File: config.mk
export PLATFORM = sky130hd
export DESIGN_NAME = div_seq_ctrl
export DESIGN_NICKNAME = d
export VERILOG_FILES = /design/src/rtl/div_pkg.sv /design/src/rtl/div_step.sv /design/src/rtl/div_seq_ctrl.sv
export SDC_FILE = /design/constraint.sdc
export NUM_CORES = 1
export LEC_CHECK = 0
export ABC_CLOCK_PERIOD_IN_PS = 2820
export CELL_PAD_IN_SITES_DETAIL_PLACEMENT = 1
export CELL_PAD_IN_SITES_GLOBAL_PLACEMENT = 1
export CORE_ASPECT_RATIO = 1.4
export CORE_MARGIN = 2
export CORE_UTILIZATION = 39
export CTS_BUF_LIST = sky130_fd_sc_hd__clkbuf_2
export DETAILED_ROUTE_END_ITERATION = 7
export GPL_TIMING_DRIVEN = 0
export PLACE_DENSITY_LB_ADDON = 0.1
export SLEW_MARGIN = 15
export SYNTH_ARGS = -nofsm -noshare
export SYNTH_HDL_FRONTEND = slang
export SYNTH_SLANG_ARGS = --single-unit
File: constraint.sdc
create_clock -name clk -period 2.82 [get_ports clk]
set_input_delay 0.282 -clock clk [delete_from_list [all_inputs] [get_ports clk]]
set_output_delay 0.282 -clock clk [all_outputs]
set_load 0.03 [all_outputs]
File: src/rtl/div_pkg.sv
// Shared definitions for the sequential divider: state encoding, step count
// and operand width, plus the magnitude helper used when latching operands.
package div_pkg;

    localparam int WIDTH     = 32;
    localparam int DIV_STEPS = 32;

    typedef enum logic [1:0] {
        IDLE  = 2'd0,
        CALC  = 2'd1,
        FIXUP = 2'd2
    } div_state_e;

    // Two's-complement magnitude; 0x80000000 maps to itself as an unsigned value.
    function automatic logic [WIDTH-1:0] abs_val(input logic [WIDTH-1:0] x);
        return x[WIDTH-1] ? (~x + 1'b1) : x;
    endfunction

endpackage

File: src/rtl/div_step.sv
// One restoring-division step: shift {rem, dvd} left, trial-subtract the
// divisor, keep or restore, and insert the quotient bit into dvd.
module div_step
    import div_pkg::*;
(
    input  logic [WIDTH:0]   rem,
    input  logic [WIDTH-1:0] dvd,
    input  logic [WIDTH-1:0] divisor,
    output logic [WIDTH:0]   next_rem,
    output logic [WIDTH-1:0] next_dvd
);

    logic [WIDTH+1:0] shifted;
    logic [WIDTH+1:0] diff;

    always_comb begin
        shifted = {rem, dvd[WIDTH-1]};
        diff    = shifted - {2'b00, divisor};
        // Sign bit of the wide difference clear means the trial subtract fits.
        if (!diff[WIDTH+1]) begin
            next_rem = diff[WIDTH:0];
            next_dvd = {dvd[WIDTH-2:0], 1'b1};
        end else begin
            next_rem = shifted[WIDTH:0];
            next_dvd = {dvd[WIDTH-2:0], 1'b0};
        end
    end

endmodule

File: src/rtl/div_seq_ctrl.sv
// Multi-cycle DIV/DIVU sequencer for the EX stage: 32 restoring steps on
// latched magnitudes, sign fixup, registered busy/done for the hazard unit.
module div_seq_ctrl
    import div_pkg::*;
(
    input  logic             clk,
    input  logic             rst,
    input  logic             start,
    input  logic             is_signed,
    input  logic [WIDTH-1:0] a,
    input  logic [WIDTH-1:0] b,
    input  logic             flush,
    output logic [WIDTH-1:0] q,
    output logic [WIDTH-1:0] r,
    output logic             busy,
    output logic             done
);

    div_state_e       state, state_next;
    logic [4:0]       cnt;
    logic [WIDTH:0]   rem;
    logic [WIDTH-1:0] dvd;
    logic [WIDTH-1:0] dvs;
    logic             neg_q, neg_r, zero_div;
    logic [WIDTH:0]   step_rem;
    logic [WIDTH-1:0] step_dvd;
    logic             accept;

    assign accept = start && !flush;

    div_step u_step (
        .rem      (rem),
        .dvd      (dvd),
        .divisor  (dvs),
        .next_rem (step_rem),
        .next_dvd (step_dvd)
    );

    always_ff @(posedge clk) begin
        if (rst) state <= IDLE;
        else     state <= state_next;
    end

    always_comb begin
        // NOTE: default assigned first so every path drives state_next; no latch.
        state_next = state;
        case (state)
            IDLE:    if (accept) state_next = (b == '0) ? FIXUP : CALC;
            CALC: begin
                if (flush)                             state_next = IDLE;
                else if (cnt == 5'(DIV_STEPS - 1))     state_next = FIXUP;
            end
            FIXUP:   state_next = IDLE;
            default: state_next = IDLE;
        endcase
    end

    // NOTE: sequential state uses non-blocking assignments only, so every
    // register samples pre-edge values regardless of statement order.
    always_ff @(posedge clk) begin
        if (rst) begin
            cnt      <= '0;
            rem      <= '0;
            dvd      <= '0;
            dvs      <= '0;
            neg_q    <= 1'b0;
            neg_r    <= 1'b0;
            zero_div <= 1'b0;
            q        <= '0;
            r        <= '0;
            busy     <= 1'b0;
            done     <= 1'b0;
        end else begin
            done <= 1'b0;
            busy <= (state_next == CALC) || (state_next == FIXUP);
            case (state)
                IDLE: begin
                    if (accept) begin
                        dvd      <= is_signed ? abs_val(a) : a;
                        dvs      <= is_signed ? abs_val(b) : b;
                        neg_q    <= is_signed & (a[WIDTH-1] ^ b[WIDTH-1]);
                        neg_r    <= is_signed & a[WIDTH-1];
                        zero_div <= (b == '0);
                        rem      <= '0;
                        cnt      <= '0;
                    end
                end
                CALC: begin
                    if (!flush) begin
                        rem <= step_rem;
                        dvd <= step_dvd;
                        cnt <= cnt + 5'd1;
                    end
                end
                FIXUP: begin
                    // A flush here drops the result; q/r keep the previous one.
                    if (!flush) begin
                        q    <= zero_div ? '0 : (neg_q ? (~dvd + 1'b1) : dvd);
                        r    <= zero_div ? '0 : (neg_r ? (~rem[WIDTH-1:0] + 1'b1) : rem[WIDTH-1:0]);
                        done <= 1'b1;
                    end
                end
                default: ;
            endcase
        end
    end

endmodule

==> results of run 1 <==
-- through the flow --
stage / instances / total power [mW]
after floorplan: 1341 / 3.377
after global placement: 1838 / 3.790
after detailed placement: 1838 / 3.809
after CTS: 1881 / 5.160
after global routing: 1896 / 5.475
final: 1896 / 5.212
-- worst register-to-register path, cell delays in order, from the launching register on --
cell and delay (ns):
dfxtp_2 0.38, inv_2 0.07, ha_4 0.13, inv_2 0.03
fa_2 0.35, a21oi_2 0.15, o211ai_1 0.18, a211o_1 0.39
buf_6 0.16, a2111oi_4 0.34, or3_4 0.20, o21ai_2 0.06
a21oi_2 0.15, xor2_1 0.18, o21ai_1 0.08
-- layout make-up --
type	instances	area [µm²]
Sequential cell	173	3523
Inverter	51	191.4
Timing Repair Buffer	160	1556
Clock inverter	14	121.4
Fill cell	3276	13460
Clock buffer	18	90.09
Multi-Input combinational cell	1039	7088
Tap cell	365	456.7
Buffer	74	336.6
Antenna cell	2	5.005
-- path summary, 6_finish.rpt --
kind	from	endpoint	slack (ns)	cells past startpoint
max	dvd[31]	rem[22]	-0.14	14
min	b[0]	dvs[0]	0.07	3
max reg2reg	dvd[31]	rem[22]	-0.14	14
min reg2reg	dvs[31]	dvs[31]	0.47	2
-- power by group through the flow --
stage | clock, mW | sequential [mW] | combinational (mW)
6_report | 1.27 | 2.60 | 1.34
4_1_cts | 1.31 | 2.60 | 1.25
3_5_place_dp | 0 | 2.65 | 1.16
3_3_place_gp | 0 | 2.65 | 1.14
5_1_grt | 1.39 | 2.61 | 1.47
2_1_floorplan | 0 | 2.63 | 0.752
-- sequential cells by signal, indices dropped and copies added, names as in the netlist --
| name | cells |
|---|---|
| dvd | 32 |
| q | 32 |
| neg_q | 1 |
| dvs | 32 |
| done | 1 |
| state | 2 |
| zero_div | 1 |
| busy | 1 |
| neg_r | 1 |
| cnt | 5 |
| r | 32 |
| rem | 33 |
-- logic make-up after synthesis --
| family | synth area share |
|---|---|
| AND/OR/NAND/NOR | 0.1891 |
| buffers and inverters | 0.04857 |
| XOR/XNOR | 0.1169 |
| adder cells (fa/ha/maj) | 0.04657 |
| flip-flops | 0.3255 |
| AO/OA/AOI/OAI | 0.2545 |
| multiplexers | 0.01882 |
-- synth_stat cells, types with 8 or more instances --
cell,number
a21oi_1,91
o31ai_1,27
dfxtp_1,173
xor2_1,75
clkbuf_1,68
a21o_1,16
nor2_1,154
nand2_1,123
inv_1,51
a32oi_1,10
o21ai_0,101
nor4_1,9
a211oi_1,46
or3_1,25
or4_1,13
xnor2_1,67
nand3_1,16
ha_1,38
nor3_1,26
and2_1,8
and3_1,8
mux2i_1,20
a311oi_1,8
a22oi_1,37
nand2b_1,11
o41ai_1,20
-- cell usage in the layout (no fill, tap or decap), drive strengths merged, types with 7 or more instances in the layout --
cell           instances
dfxtp                173
nor2                 154
clkdlybuf4s50        133
nand2                123
o21ai                105
a21oi                 91
clkbuf                85
xor2                  75
xnor2                 67
inv                   52
a211oi                46
ha                    38
a22oi                 37
buf                   31
o31ai                 28
nor3                  27
or3                   26
o41ai                 22
mux2i                 20
a21o                  16
nand3                 16
or4                   15
nand2b                12
nor4                  11
a32oi                 10
and2                   8
a311oi                 8
and3                   8
clkinv                 8
or2                    7
-- repair_timing --
item | 4_1_cts | 5_1_grt
hold endpoints to repair | 2 | 0
hold buffers | 2 | 0
cloned | 0 | 0
buffers inserted | 12 | 14
pin swaps | 22 | 20
setup endpoints to repair | 44 | 50
gates resized for setup | 58 | 86
-- metal layers --
layer	part of all wire	GRT usage	vias to the layer above
met3	0.020	0.03259	61
met5	0	0	-
met2	0.54	0.5095	158
met1	0.40	0.2985	5218
li1	-	-	5183
met4	0.039	0.1042	0
==> results.toml, run 1 <==
[run_status]
status = "finished, violations left"
failed_checks = "setup timing"

[drt]
num_vias = 10620
drt_iter0_markers = 443
wl_mm = 38.05
via_per_inst = 5.601
drc = 0
first_pass_iters = 5
postRouteAntennaNets = 0
wl_per_cell_um = 20.07

[yosys]
ys_ff_latch = 173
syn_area_per_cell_um2 = 7.934
seq_area_frac_synth = 0.3255
yosys.area.top_type_share = 0.3255
synth-main-ff-cell = "dfxtp_1"
synth_area_mm2 = 0.01064
yosysWarnings = 0
yosysTopAreaCell = "dfxtp_1"
synthCells = 1341
synth_area_leaders = "dfxtp_1 (33%), xor2_1 (6.2%), xnor2_1 (5.5%), nor2_1 (5.4%), o21ai_0 (4.8%)"
synth_edf_count = 0
syn-num-nets = 1449
ys_async_sr_fraction = 0
synth_cell_type_count = 73

[clocking]
cts_tree = "yes"
numCtsBuffers = 17
clk_pin_slew_ns = 0.26
root_buffer = "clkbuf_2"
cts_num_sinks = 173
worst_skew_pair.late_latency_ns = 0.84
h-tree-depth = 4
cts_buffer_depth = 2

[timing]
max_slew.worst_pin.slew_ns = 1.119
period_share = 1.051
holdWs_ns = 0.06776
skew_ns = 0.02959
slew_headroom = 0.2537
finalWorstSetupSlack_ns = -0.1442
fin_crit_ns = 2.964
finalHoldViolations = 0
setup_violations = 4
setup_tns_ns = -0.3809
fmax_mhz = 337.4
rsz0062_at_grt = "yes"
final_max_slew_viol_count = 0

[cells_and_area]
nets = 1624
postLayoutCoreUtil = 0.4983
drive_above_1_share = 0.1151
area_growth_pct = 25.66
fin_area_mm2 = 0.01337

[power_and_ir_drop]
internal-power_mw = 3.407
p_leak_nw = 4.811
p_sw_mw = 1.805
power_density_mw_per_mm2 = 389.8
clockPowerShare = 0.244
switching_share = 0.3463
combPwrFrac = 0.257
max-vdd-ir-drop_mv = 0.3214
pwr-share-seq = 0.499

[critical_path]
worstSetupStartpointType = "register"
cp_num_buf_inv = 3
critPathMaxFanout = 2
worst_ep_required_time_ns = 3.55
cp_data_arrival_time_ns = 3.70
path_class = "reg2reg"
crit_path_end_kind = "register"
critPathSlowestCell = "a211o_1"
crit_family = "compound AO/OA/AOI/OAI gates"
path_cells = "inv_2, ha_4, inv_2, fa_2, a21oi_2, o211ai_1, a211o_1, buf_6, a2111oi_4, or3_4, o21ai_2, a21oi_2, xor2_1, o21ai_1"
crit_path_max_incr_delay_ns = 0.39

[die]
coreArea_mm2 = 0.02683
die_w_um = 143.6
ios = 135
rows = 71
die-height_um = 199.4
dieArea_mm2 = 0.02864
initial_utilization = 0.3966

[place]
gp_congestion = 0.9160
post-place-ws_ns = -0.7099
io_buffers = 132
dpl-instance-area_mm2 = 0.01242
place_hpwl_mm = 29.13

[global_route]
grt_pass1_vias = 11080
antenna_found_initial = 1
grt.total_usage = 0.2677
grt_max_degree = 17
grt_pass1_wl_mm = 59.33
grt-ovfl-total = 0

[hold_path]
min_path_type = "in2reg"

[job]
drv_cap = 0
Power figures use the tool's default switching activity.
==> inputs of run 2 (changes only) <==
--- a/config.mk
+++ b/config.mk
@@ -10,11 +10,11 @@
 export CELL_PAD_IN_SITES_GLOBAL_PLACEMENT = 1
 export CORE_ASPECT_RATIO = 1.4
 export CORE_MARGIN = 2
-export CORE_UTILIZATION = 39
+export CORE_UTILIZATION = 30
 export CTS_BUF_LIST = sky130_fd_sc_hd__clkbuf_2
 export DETAILED_ROUTE_END_ITERATION = 7
 export GPL_TIMING_DRIVEN = 0
-export PLACE_DENSITY_LB_ADDON = 0.1
+export PLACE_DENSITY = 0.65
 export SLEW_MARGIN = 15
 export SYNTH_ARGS = -nofsm -noshare
 export SYNTH_HDL_FRONTEND = slang
==> run 2 against run 1 <==
  * The run still ends with setup timing left
  * Largest power group unchanged
  * Via count rose by 0.98%
  * Die area grew 29%
  * Setup slack hardly changed
  * Register-to-register slack about the same
  * Clock skew is 0.018 ns higher
  * Sequential power about the same
  * First-iteration DRC count up 8.8%
  * Non-clock buffer count is 5 higher
==> results.toml, run 2 (synthesized netlist as in run 1, its figures left out) <==
[run_status]
status = "finished, violations left"
failed_checks = "setup timing"

[drt]
postRouteAntennaNets = 0
via_per_inst = 5.392
wl_per_cell_um = 20.20
drt_iter0_markers = 482
num_vias = 10720
drc = 0
wl_mm = 40.17
first_pass_iters = 5

[die]
initial_utilization = 0.3043
die-height_um = 226.8
coreArea_mm2 = 0.03496
rows = 81
dieArea_mm2 = 0.03701
ios = 135
die_w_um = 163.2

[cells_and_area]
final_cell_mix = "nor2_1 (151), dfxtp_1 (134), clkdlybuf4s50_1 (132)"
largest-register = "rem"
area_growth_pct = 27.87
drive_above_1_share = 0.1253
nets = 1629
postLayoutCoreUtil = 0.3891
final_common_cell = "nor2_1"
largest_reg_flops = 33

[critical_path]
path_class = "reg2reg"
critPathMaxFanout = 2
worstSetupStartpointType = "register"
worst_ep_required_time_ns = 3.65
crit_path_end_kind = "register"
cp_data_arrival_time_ns = 3.79

[clocking]
cts_buffer_depth = 2
h-tree-depth = 4
numCtsBuffers = 17
root_buffer = "clkbuf_2"
cts_num_sinks = 173
cts_tree = "yes"
worst_skew_pair.late_latency_ns = 0.89
clk_pin_slew_ns = 0.28

[global_route]
grt-ovfl-total = 0
grt_max_degree = 17
grt_pass1_wl_mm = 61.70
antenna_found_initial = 1
grt.total_usage = 0.2162
grt_pass1_vias = 11080

[timing]
slew_headroom = 0.4391
finalWorstSetupSlack_ns = -0.1439
fmax_mhz = 337.4
rsz0062_at_grt = "yes"
final_max_slew_viol_count = 0
period_share = 1.051
fin_crit_ns = 2.964
skew_ns = 0.04807
setup_violations = 7
max_slew.worst_pin.slew_ns = 0.8414
finalHoldViolations = 0

[hold_path]
min_path_type = "in2reg"

[power_and_ir_drop]
power_density_mw_per_mm2 = 392.5
power_mw = 5.339
max-vdd-ir-drop_mv = 0.2328
p_leak_nw = 4.871

[job]
drv_cap = 0

[place]
gp_congestion = 0.8479
post-place-ws_ns = -0.6693
place_hpwl_mm = 31.08
io_buffers = 132
## run 2: worst max-delay path, stage by stage, from the launching register on
cell       delay (ns)
dfxtp_2          0.39
inv_2            0.07
ha_4             0.15
inv_2            0.04
fa_2             0.37
a21oi_4          0.16
o211ai_1         0.18
a211o_4          0.39
a2111oi_4        0.37
nor3_2           0.11
o31ai_1          0.28
nor2b_2          0.21
xnor2_1          0.12
o21ai_1          0.07
## run 2: per-layer routing
metal  track usage  vias to the layer above  share of wire
li1              -                     5187              -
met1        0.2333                     5267           0.39
met2        0.4153                      203           0.54
met5             0                        -              0
met3       0.02835                       67          0.030
met4       0.09335                        0          0.042
## run 2: metrics by stage
step | cells | instance area [µm²] | setup TNS, ns | hold WS [ns]
2_1_floorplan | 1341 | 10650 | 0 | 0.4180
3_3_place_gp | 1929 | 12540 | -30.30 | 0.4411
3_5_place_dp | 1929 | 12540 | -34.18 | 0.4430
4_1_cts | 1983 | 13190 | -1.299 | 0.005111
5_1_grt | 1989 | 13600 | -2.792 | 0.04498
6_report | 1989 | 13600 | -0.6123 | 0.07620
## run 2: final cells by class
class / count / area [µm²]
diodes: 1 / 2.502
flip-flops and latches: 173 / 3537
inverters: 51 / 191.4
multi-input cells: 1039 / 7141
fillers: 4218 / 21360
well taps: 456 / 570.5
repair buffers: 166 / 1612
clock buffers: 18 / 90.09
plain buffers: 73 / 336.6
clock inverters: 12 / 123.9
## run 2: final timing paths
check                from      end  slack (ns)  cells after the start
setup / recovery  dvd[31]  rem[28]       -0.14                     13
hold / removal       b[2]   dvs[2]        0.08                      3
setup reg to reg  dvd[31]  rem[28]       -0.14                     13
hold reg to reg   dvs[20]  dvs[20]        0.47                      2
## run 2: repair_timing
| item | CTS | global route |
|---|---|---|
| setup buffers | 23 | 12 |
| endpoints found under the setup margin | 44 | 46 |
| pin swaps | 27 | 27 |
| cloned | 0 | 1 |
| endpoints found under the hold margin | 7 | 0 |
| hold buffers | 4 | 0 |
| gates resized for setup | 83 | 86 |
## run 2: where the power goes
part / internal [mW] / switching (mW)
Sequential: 2.52 / 0.0897
Clock: 0.396 / 0.953
Combinational: 0.597 / 0.785
Total: 3.51 / 1.83
==> inputs of run 3 (changes only) <==
--- a/config.mk
+++ b/config.mk
@@ -13,7 +13,6 @@
 export CORE_UTILIZATION = 30
 export CTS_BUF_LIST = sky130_fd_sc_hd__clkbuf_2
 export DETAILED_ROUTE_END_ITERATION = 7
-export GPL_TIMING_DRIVEN = 0
 export PLACE_DENSITY = 0.65
 export SLEW_MARGIN = 15
 export SYNTH_ARGS = -nofsm -noshare
==> constraint.sdc (replaced) <==
create_clock -name clk -period 2.82 [get_ports clk]
set_input_delay 0.282 -clock clk [delete_from_list [all_inputs] [get_ports clk]]
set_output_delay 0.282 -clock clk [all_outputs]
set_load 0.01 [all_outputs]
==> run 3 against run 2 <==
  * The flow still finishes with violations (setup timing)
  * Fmax is 0.82% higher
  * Final area is 8.8% higher
  * Routed wire length is 1.6% lower
  * Critical endpoint is now rem[18]
  * Final cell count is 6.3% higher
  * Clock-buffer cell count is 1 lower
  * Worst hold slack better by 0.052 ns
  * Critical path depth is 1 lower
  * Sequential power hardly changed
  * Die area stayed put
  * Total power is 3.0% higher
  * Clock power hardly changed
==> results.toml, run 3 (synthesized netlist as in run 1, its figures left out) <==
[run_status]
status = "finished, violations left"
failed_checks = "setup timing"

[timing]
period_share = 1.043
setup_violations = 22
slew_headroom = 0.4137
holdWs_ns = 0.1279
final_max_slew_viol_count = 0
finalHoldViolations = 0
finalWorstSetupSlack_ns = -0.1199
setup_tns_ns = -0.7119
rsz0062_at_grt = "yes"
fmax_mhz = 340.2
fin_crit_ns = 2.940
max_slew.worst_pin.slew_ns = 0.8777
skew_ns = 0.06071

[drt]
postRouteAntennaNets = 0
num_vias = 11110
drt_iter0_markers = 443
via_per_inst = 5.254
first_pass_iters = 4
wl_mm = 39.53
wl_per_cell_um = 18.69
drc = 0

[global_route]
grt_pass1_vias = 11690
grt.total_usage = 0.2154
antenna_found_initial = 1
grt-ovfl-total = 0
grt_pass1_wl_mm = 61.89
grt_max_degree = 68

[cells_and_area]
postLayoutCoreUtil = 0.4232
area_growth_pct = 39.08
largest_reg_flops = 33
drive_above_1_share = 0.2220
nets = 1753
final_cell_mix = "buf_4 (221), dfxtp_1 (153), nor2_1 (149)"
largest-register = "rem"
final_common_cell = "buf_4"

[clocking]
clk_pin_slew_ns = 0.31
cts_num_sinks = 173
root_buffer = "clkbuf_2"
worst_skew_pair.late_latency_ns = 0.88
cts_buffer_depth = 2
numCtsBuffers = 17
cts_tree = "yes"
h-tree-depth = 4

[job]
drv_cap = 0

[die]
rows = 81
initial_utilization = 0.3043
die_w_um = 163.2
dieArea_mm2 = 0.03701
die-height_um = 226.8
ios = 135
coreArea_mm2 = 0.03496

[critical_path]
crit_family = "compound AO/OA/AOI/OAI gates"
critPathMaxFanout = 5
crit_path_max_incr_delay_ns = 0.44
cp_data_arrival_time_ns = 3.73
worst_ep_required_time_ns = 3.61
cp_num_buf_inv = 3
worstSetupStartpointType = "register"
path_class = "reg2reg"
crit_path_end_kind = "register"
crit_path_frequent_cell = "buf_4"
critPathSlowestCell = "a21oi_1"
path_cells = "inv_1, ha_1, o21a_1, o211ai_1, a21oi_1, buf_4, a2111oi_4, or3_4, buf_4, xnor2_2, mux2i_1, o21ai_0"

[place]
place_hpwl_mm = 30.32
gp_congestion = 0.8698
io_buffers = 134

[power_and_ir_drop]
p_leak_nw = 5.763
power_density_mw_per_mm2 = 371.5
max-vdd-ir-drop_mv = 0.1993

[hold_path]
min_path_type = "in2reg"
==> run 3: report_power, final <==
| part | total [mW] | switching [mW] | internal, mW |
|---|---|---|---|
| Clock | 1.35 | 1.01 | 0.336 |
| Sequential | 2.60 | 0.0738 | 2.53 |
| Combinational | 1.55 | 0.822 | 0.726 |
==> run 3: layout make-up <==
class / count / area (µm²)
Tap cell: 456 / 570.5
Antenna cell: 1 / 2.502
Inverter: 51 / 193.9
Clock buffer: 17 / 85.08
Timing Repair Buffer: 363 / 3134
Fill cell: 4195 / 20170
Clock inverter: 15 / 136.4
Multi-Input combinational cell: 1039 / 7181
Sequential cell: 173 / 3493
==> run 3: worst reg2reg max path, stage by stage (launching register included) <==
cell,delay [ns]
dfxtp_1,0.42
inv_1,0.10
ha_1,0.38
o21a_1,0.15
o211ai_1,0.11
a21oi_1,0.44
buf_4,0.22
a2111oi_4,0.06
or3_4,0.41
buf_4,0.15
xnor2_2,0.19
mux2i_1,0.11
o21ai_0,0.15
==> run 3: path summary, 6_finish.rpt <==
kind	start	to	slack, ns	cells after the start
worst min register to register	q[31]	q[31]	0.47	2
worst max register to register	dvs[11]	rem[18]	-0.12	12
worst min-delay path	a[31]	dvd[31]	0.13	3
worst max-delay path	dvs[11]	rem[18]	-0.12	12
==> run 3: metal layers <==
layer,vias to the layer above,part of all wire,global-route usage
met5,-,0,0
met4,0,0.051,0.1182
met3,96,0.025,0.03439
met2,205,0.54,0.4027
met1,5383,0.39,0.2277
li1,5428,-,-
==> run 3: timing repair <==
item | CTS | global route
setup endpoints to repair | 37 | 47
hold buffers | 4 | 0
setup buffers | 8 | 7
hold endpoints to repair | 45 | 0
pin swaps | 19 | 20
gates resized for setup | 64 | 64
gates cloned | 1 | 0
==> run 3: metrics by stage <==
stage	power, mW	area, µm²	setup WS (ns)	instances
final	5.497	14800	-0.1199	2115
after global routing	5.795	14800	-0.2556	2115
after CTS	5.485	14500	-0.1223	2108
after detailed placement	4.019	13870	-0.3144	2063
after global placement	3.990	13870	-0.2698	2063
after floorplan	3.376	10650	0.007116	1341
